File: src/rtl/fractal_pkg.sv
// Shared types for the fractal pipeline: Q4.28 fixed-point values, iteration
// counts and the result record handed downstream.
package fractal_pkg;

    localparam int FIXED_WIDTH = 32;
    localparam int ITER_WIDTH  = 8;

    typedef logic signed [FIXED_WIDTH-1:0] fixed_t;
    typedef logic [ITER_WIDTH-1:0]         iter_t;

    // An escape count equal to MAX_ITER means the point never escaped.
    localparam iter_t MAX_ITER = 8'd255;

    typedef struct packed {
        fixed_t cr;
        fixed_t ci;
        iter_t  iter;
    } result_t;

endpackage

File: src/rtl/result_fifo.sv
// Small synchronous FIFO for finished results. The head entry is presented
// combinationally so a retire shows up as out_valid one cycle later.
module result_fifo
    import fractal_pkg::*;
#(
    parameter int  DEPTH   = 4,
    parameter type entry_t = result_t
) (
    input  logic                   clk,
    input  logic                   resetn,
    input  logic                   push_i,
    input  entry_t                 push_data_i,
    input  logic                   pop_i,
    output entry_t                 pop_data_o,
    output logic [$clog2(DEPTH):0] count_o
);

    localparam int AW = $clog2(DEPTH);

    entry_t        mem [DEPTH];
    logic [AW-1:0] wr_ptr_q, wr_ptr_d;
    logic [AW-1:0] rd_ptr_q, rd_ptr_d;
    logic [AW:0]   count_q, count_d;
    logic          do_push, do_pop;

    // Push is judged against the registered count, never against a same-cycle pop.
    assign do_push = push_i && (count_q != (AW+1)'(DEPTH));
    assign do_pop  = pop_i && (count_q != '0);

    always_comb begin
        wr_ptr_d = wr_ptr_q + AW'(do_push);
        rd_ptr_d = rd_ptr_q + AW'(do_pop);
        count_d  = count_q + (AW+1)'(do_push) - (AW+1)'(do_pop);
    end

    always_ff @(posedge clk) begin
        if (do_push) begin
            mem[wr_ptr_q] <= push_data_i;
        end
    end

    always_ff @(posedge clk or negedge resetn) begin
        if (!resetn) begin
            wr_ptr_q <= '0;
            rd_ptr_q <= '0;
            count_q  <= '0;
        end else begin
            wr_ptr_q <= wr_ptr_d;
            rd_ptr_q <= rd_ptr_d;
            count_q  <= count_d;
        end
    end

    assign pop_data_o = mem[rd_ptr_q];
    assign count_o    = count_q;

endmodule

File: src/rtl/fractal_dispatcher.sv
// Slot controller around the fractal kernel ring: injects new pixels into free
// slots, recirculates unfinished ones and retires finished ones to a result FIFO.
module fractal_dispatcher
    import fractal_pkg::*;
#(
    parameter int DATA_WIDTH     = FIXED_WIDTH,
    parameter int RING_LATENCY   = 8,
    parameter int OUT_FIFO_DEPTH = 4
) (
    input  logic                  clk,
    input  logic                  resetn,
    input  logic                  in_valid,
    output logic                  in_ready,
    input  logic [DATA_WIDTH-1:0] in_cr,
    input  logic [DATA_WIDTH-1:0] in_ci,
    output logic [DATA_WIDTH-1:0] k_zr,
    output logic [DATA_WIDTH-1:0] k_zi,
    output logic [DATA_WIDTH-1:0] k_cr,
    output logic [DATA_WIDTH-1:0] k_ci,
    output logic [7:0]            k_iter,
    output logic                  k_finished,
    output logic                  k_inc_enabled,
    input  logic [DATA_WIDTH-1:0] r_zr,
    input  logic [DATA_WIDTH-1:0] r_zi,
    input  logic [DATA_WIDTH-1:0] r_cr,
    input  logic [DATA_WIDTH-1:0] r_ci,
    input  logic [7:0]            r_iter,
    input  logic                  r_finished,
    output logic                  out_valid,
    input  logic                  out_ready,
    output logic [DATA_WIDTH-1:0] out_cr,
    output logic [DATA_WIDTH-1:0] out_ci,
    output logic [7:0]            out_iter,
    output logic                  busy
);

    localparam int CNT_W = $clog2(OUT_FIFO_DEPTH) + 1;

    typedef struct packed {
        logic [DATA_WIDTH-1:0] cr;
        logic [DATA_WIDTH-1:0] ci;
        iter_t                 iter;
    } entry_t;

    // Occupancy travels alongside the kernel data; the kernel itself has no valid.
    logic [RING_LATENCY-1:0] tag_q;
    logic                    tag_d;

    logic [DATA_WIDTH-1:0] k_zr_q, k_zr_d;
    logic [DATA_WIDTH-1:0] k_zi_q, k_zi_d;
    logic [DATA_WIDTH-1:0] k_cr_q, k_cr_d;
    logic [DATA_WIDTH-1:0] k_ci_q, k_ci_d;
    iter_t                 k_iter_q, k_iter_d;
    logic                  k_fin_q, k_fin_d;
    logic                  k_inc_q, k_inc_d;

    logic             ret_occ;
    logic             fifo_full;
    logic             retire;
    logic             slot_free;
    logic             fifo_pop;
    logic [CNT_W-1:0] fifo_count;
    entry_t           push_entry;
    entry_t           head_entry;

    assign ret_occ   = tag_q[RING_LATENCY-1];
    assign fifo_full = (fifo_count == CNT_W'(OUT_FIFO_DEPTH));
    assign retire    = ret_occ && r_finished && !fifo_full;
    assign slot_free = !ret_occ || retire;
    assign in_ready  = resetn && slot_free;

    always_comb begin
        tag_d    = 1'b0;
        k_zr_d   = '0;
        k_zi_d   = '0;
        k_cr_d   = '0;
        k_ci_d   = '0;
        k_iter_d = '0;
        k_fin_d  = 1'b1;
        k_inc_d  = 1'b0;
        if (ret_occ && !retire) begin
            // Recirculate; a finished slot waiting on a full FIFO keeps finished=1.
            tag_d    = 1'b1;
            k_zr_d   = r_zr;
            k_zi_d   = r_zi;
            k_cr_d   = r_cr;
            k_ci_d   = r_ci;
            k_iter_d = r_iter;
            k_fin_d  = r_finished;
            k_inc_d  = 1'b1;
        end else if (in_valid) begin
            tag_d    = 1'b1;
            k_cr_d   = in_cr;
            k_ci_d   = in_ci;
            k_fin_d  = 1'b0;
            k_inc_d  = 1'b1;
        end
    end

    always_ff @(posedge clk or negedge resetn) begin
        if (!resetn) begin
            tag_q    <= '0;
            k_zr_q   <= '0;
            k_zi_q   <= '0;
            k_cr_q   <= '0;
            k_ci_q   <= '0;
            k_iter_q <= '0;
            k_fin_q  <= 1'b1;
            k_inc_q  <= 1'b0;
        end else begin
            tag_q    <= {tag_q[RING_LATENCY-2:0], tag_d};
            k_zr_q   <= k_zr_d;
            k_zi_q   <= k_zi_d;
            k_cr_q   <= k_cr_d;
            k_ci_q   <= k_ci_d;
            k_iter_q <= k_iter_d;
            k_fin_q  <= k_fin_d;
            k_inc_q  <= k_inc_d;
        end
    end

    assign k_zr          = k_zr_q;
    assign k_zi          = k_zi_q;
    assign k_cr          = k_cr_q;
    assign k_ci          = k_ci_q;
    assign k_iter        = k_iter_q;
    assign k_finished    = k_fin_q;
    assign k_inc_enabled = k_inc_q;

    assign push_entry = '{cr: r_cr, ci: r_ci, iter: r_iter};

    result_fifo #(
        .DEPTH   (OUT_FIFO_DEPTH),
        .entry_t (entry_t)
    ) u_result_fifo (
        .clk         (clk),
        .resetn      (resetn),
        .push_i      (retire),
        .push_data_i (push_entry),
        .pop_i       (fifo_pop),
        .pop_data_o  (head_entry),
        .count_o     (fifo_count)
    );

    assign out_valid = (fifo_count != '0);
    assign fifo_pop  = out_valid && out_ready;
    assign out_cr    = head_entry.cr;
    assign out_ci    = head_entry.ci;
    assign out_iter  = head_entry.iter;
    assign busy      = (|tag_q) || out_valid;

endmodule

File: config.mk
export PLATFORM = sky130hd
export DESIGN_NAME = fractal_dispatcher
export DESIGN_NICKNAME = d
export VERILOG_FILES = /design/src/rtl/fractal_pkg.sv /design/src/rtl/result_fifo.sv /design/src/rtl/fractal_dispatcher.sv
export SDC_FILE = /design/constraint.sdc
export NUM_CORES = 1
export LEC_CHECK = 0
export BUFFER_PORTS_ARGS = -buffer_cell sky130_fd_sc_hd__buf_2
export CAP_MARGIN = 10
export CORE_ASPECT_RATIO = 1.75
export CORE_MARGIN = 3
export CORE_UTILIZATION = 53
export DETAILED_ROUTE_END_ITERATION = 16
export HOLD_SLACK_MARGIN = 0.12
export PLACE_DENSITY_LB_ADDON = 0.3
export SLEW_MARGIN = 20
export SYNTH_ARGS = -nofsm -noshare
export SYNTH_HDL_FRONTEND = slang
export SYNTH_HIERARCHICAL = 1
export SYNTH_SLANG_ARGS = --single-unit
File: constraint.sdc
create_clock -name clk -period 9.95 [get_ports clk]
set_input_delay 0 -clock clk [delete_from_list [all_inputs] [get_ports clk]]
set_output_delay 0 -clock clk [all_outputs]
set_load 0.05 [all_outputs]
==> impl_metrics.env <==
export IMPL_clkLatencyLatePin_ns=0.53
export IMPL_clock_path_buffers=3
export IMPL_worstPathArrival_ns=3.91
export IMPL_nets=1746
export IMPL_maxSlewViolCount=0
export IMPL_die_h_um=238
export IMPL_wl_per_cell_um=21.9
export IMPL_finalHoldViolations=0
export IMPL_overflow=0
export IMPL_rsz0062_at_grt="no"
export IMPL_fmax_mhz=289
export IMPL_postSynthCellCount=852
export IMPL_crit_slowest_cell="buf_4"
export IMPL_hp_class="primary input to async pin"
export IMPL_drc=0
export IMPL_power_density_nw_per_um2=279
export IMPL_grt_pass1_wl_mm=66.1
export IMPL_yosysTopAreaCellShare_pct=53.3
export IMPL_start_util_pct=53.8
export IMPL_yosysSeqAreaShare_pct=76.7
export IMPL_cts_made_buffers=39
export IMPL_layout_common_cells="416 x buf_2, 288 x edfxtp_1, 254 x dlygate4sd3_1"
export IMPL_dr_pass1_iters=5
export IMPL_crit_path_max_fanout=74
export IMPL_htree_levels=2
export IMPL_clkTransAtPathRegs_ns=0.07
export IMPL_num_vias=10400
export IMPL_clock_sinks=440
export IMPL_design_core_area_um2=30200
export IMPL_final_common_cell="buf_2"
export IMPL_ant_nets=0
export IMPL_areaGrowthSynthToFinish_pct=38.5
export IMPL_ys_types=39
export IMPL_path_class="register to register"
export IMPL_track_usage_pct=26.1
export IMPL_grt_pass1_vias=11900
export IMPL_die_area_um2=32800
export IMPL_seqCellArea_um2=12500
export IMPL_slew_headroom_pct=40.7
export IMPL_grt_max_degree=89
export IMPL_synth_mux_area_share_pct=14.0
export IMPL_status="finished, final reports clean"
export IMPL_cpPeakStageDelay_ns=0.78
export IMPL_peakVddDrop_mv=0.188
export IMPL_cts_tree="built"
export IMPL_synthAdderAreaFrac_pct=0.277
export IMPL_synth_avg_cell_area_um2=19.1
export IMPL_num_io_pins=418
export IMPL_post_cts_buffers=0
export IMPL_drv_cap=0
export IMPL_fin_crit_sh_pct=34.8
export IMPL_wl_mm=42.8
export IMPL_antenna_found_initial=0
export IMPL_drive_above_1_share_pct=36.4
export IMPL_whs_ns=0.123
export IMPL_ys_warn_count=6
export IMPL_synthSimpleGateAreaFrac_pct=5.10
export IMPL_port_buffer_count=417
export IMPL_antennaDiodeCount=0
export IMPL_fp_dieW_um=138
export IMPL_setup_violations=0
export IMPL_synthesis_nets=1060
export IMPL_worst_ep_required_time_ns=10.40
export IMPL_crit_path_end_kind="register"
export IMPL_syn_area_um2=16200
export IMPL_ys_ff_latch=440
export IMPL_cts_resized=0
export IMPL_crit_buf_inv=2
export IMPL_rows=84
export IMPL_cp_cell_sequence="or3b_1 -> a21boi_4 -> buf_4 -> mux2i_1 -> dlygate4sd3_1"
export IMPL_synth_xor_area_share_pct=0.270
export IMPL_synth_compound_area_share_pct=0.393
export IMPL_via_per_inst=5.33
export IMPL_skew_ns=0.0284
export IMPL_period_minus_slack_ns=3.46
export IMPL_synth_top_area_cell="edfxtp_1"
export IMPL_place_gp_congestion=0.797
export IMPL_hpwl_mm=22.8
export IMPL_synth_top_family_by_area="multiplexers"
export IMPL_p_leak_nw=9.67
export IMPL_critical_path_top_delay_family="buffers and inverters"
export IMPL_multi_input_area_um2=3290
export IMPL_n_fill_cell=1592
export IMPL_timing_critical_path_from_type="register"
export IMPL_cts_root_buffer="clkbuf_16"
export IMPL_synth_area_leaders="edfxtp_1 53%, dfrtp_1 23%, mux4_2 10%"
export IMPL_drt_iter0_markers=523
export IMPL_tns_ns=0
export IMPL_power_mw=6.27
export IMPL_worst_pin_slew_ns=0.890
-- per-stage QoR --
step / std cells / worst slack (ns) / util [%] / instance area, µm²
2_1_floorplan: 852 / 0.872 / - / 16200
3_3_place_gp: 1630 / 7.20 / 61.9 / 18700
3_5_place_dp: 1630 / 7.18 / 61.9 / 18700
4_1_cts: 1956 / 6.66 / 74.5 / 22500
5_1_grt: 1956 / 6.33 / 74.5 / 22500
6_report: 1956 / 6.49 / 74.5 / 22500
-- worst reg2reg max path: stages (launching register included) --
cell           delay (ns)
dfrtp_1              0.47
or3b_1               0.47
a21boi_4             0.64
buf_4                0.79
mux2i_1              0.43
dlygate4sd3_1        0.58
-- path summary, 6_finish.rpt --
kind                                     startpoint       end  slack, ns  cells after the start
min                                          resetn  k_zi[25]       0.12                      2
min in group clk                           in_valid  k_ci[11]       0.19                      4
max in group asynchronous                    resetn   k_cr[7]       8.39                      3
max reg2reg                u_result_fifo/count_o[1]   k_cr[2]       6.49                      5
min reg2reg                                tag_q[4]  tag_q[5]       0.39                      0
max                        u_result_fifo/count_o[1]   k_cr[2]       6.49                      5
-- what timing repair did --
| action | 4_1_cts | 5_1_grt |
|---|---|---|
| hold buffers | 254 | 0 |
| endpoints found under the hold margin | 514 | 0 |
| endpoints found under the setup margin | 0 | 0 |
-- sequential cells by signal (all words and copies together) (netlist names) --
register	count
k_ci	32
k_cr	32
k_finished	1
k_iter	8
k_zi	32
k_zr	32
tag_q	8
u_result_fifo/count_o	3
u_result_fifo/mem	288
u_result_fifo/rd_ptr_q	2
u_result_fifo/wr_ptr_q	2
-- synth_stat cells --
cell type	number
and3_1	1
buf_4	1
edfxtp_1	288
nand2_1	64
dfstp_2	1
nand3b_1	1
o21ai_0	1
mux4_2	72
nor2b_1	3
mux2i_1	65
nor4_1	2
or3b_1	1
and4b_1	1
buf_2	8
o211a_1	1
a21oi_1	1
o311ai_0	2
o31ai_1	1
and4bb_2	1
or3_1	1
nor2_1	3
a211oi_1	1
nor3b_1	1
clkbuf_1	8
buf_6	13
and2_1	73
xor2_1	1
or2_2	1
nand3_1	1
nor4b_1	1
a21boi_2	1
inv_1	65
ha_1	2
nor4bb_1	1
fa_1	1
xnor2_1	4
clkbuf_2	6
dfrtp_1	151
buf_8	2
-- layout make-up --
cell class | count | share of cell area (%)
Multi-Input combinational cell | 309 | 14.6
Tap cell | 387 | 2.15
Sequential cell | 440 | 55.4
Timing Repair Buffer | 683 | 21.0
Clock buffer | 54 | 5.01
Inverter | 65 | 1.09
Clock inverter | 18 | 0.673
-- routing by layer --
| metal | up-vias | global-route usage, % | part of all wire (%) |
|---|---|---|---|
| li1 | 4486 | - | - |
| met1 | 5265 | 27.8 | 34 |
| met2 | 516 | 47.1 | 54 |
| met3 | 158 | 5.39 | 5.9 |
| met4 | 0 | 16.3 | 6.6 |
| met5 | - | 0 | 0 |
-- report_power, final --
part	internal, mW	total [mW]	switching (mW)	leakage [nW]
Sequential	2.26	2.43	0.164	4.53
Clock	0.831	1.49	0.657	0.620
Combinational	0.719	2.36	1.64	4.52
Total	3.81	6.27	2.46	9.67
-- cells by family (layout without fill, tap and decap cells) --
group,after synthesis,count (layout)
AO/OA/AOI/OAI,8,8
multiplexers,137,137
XOR/XNOR,5,5
flip-flops,440,440
adder cells (fa/ha/maj),3,3
buffers and inverters,103,820
AND/OR/NAND/NOR,156,156
No activity file was read; power rests on OpenSTA's default activity.
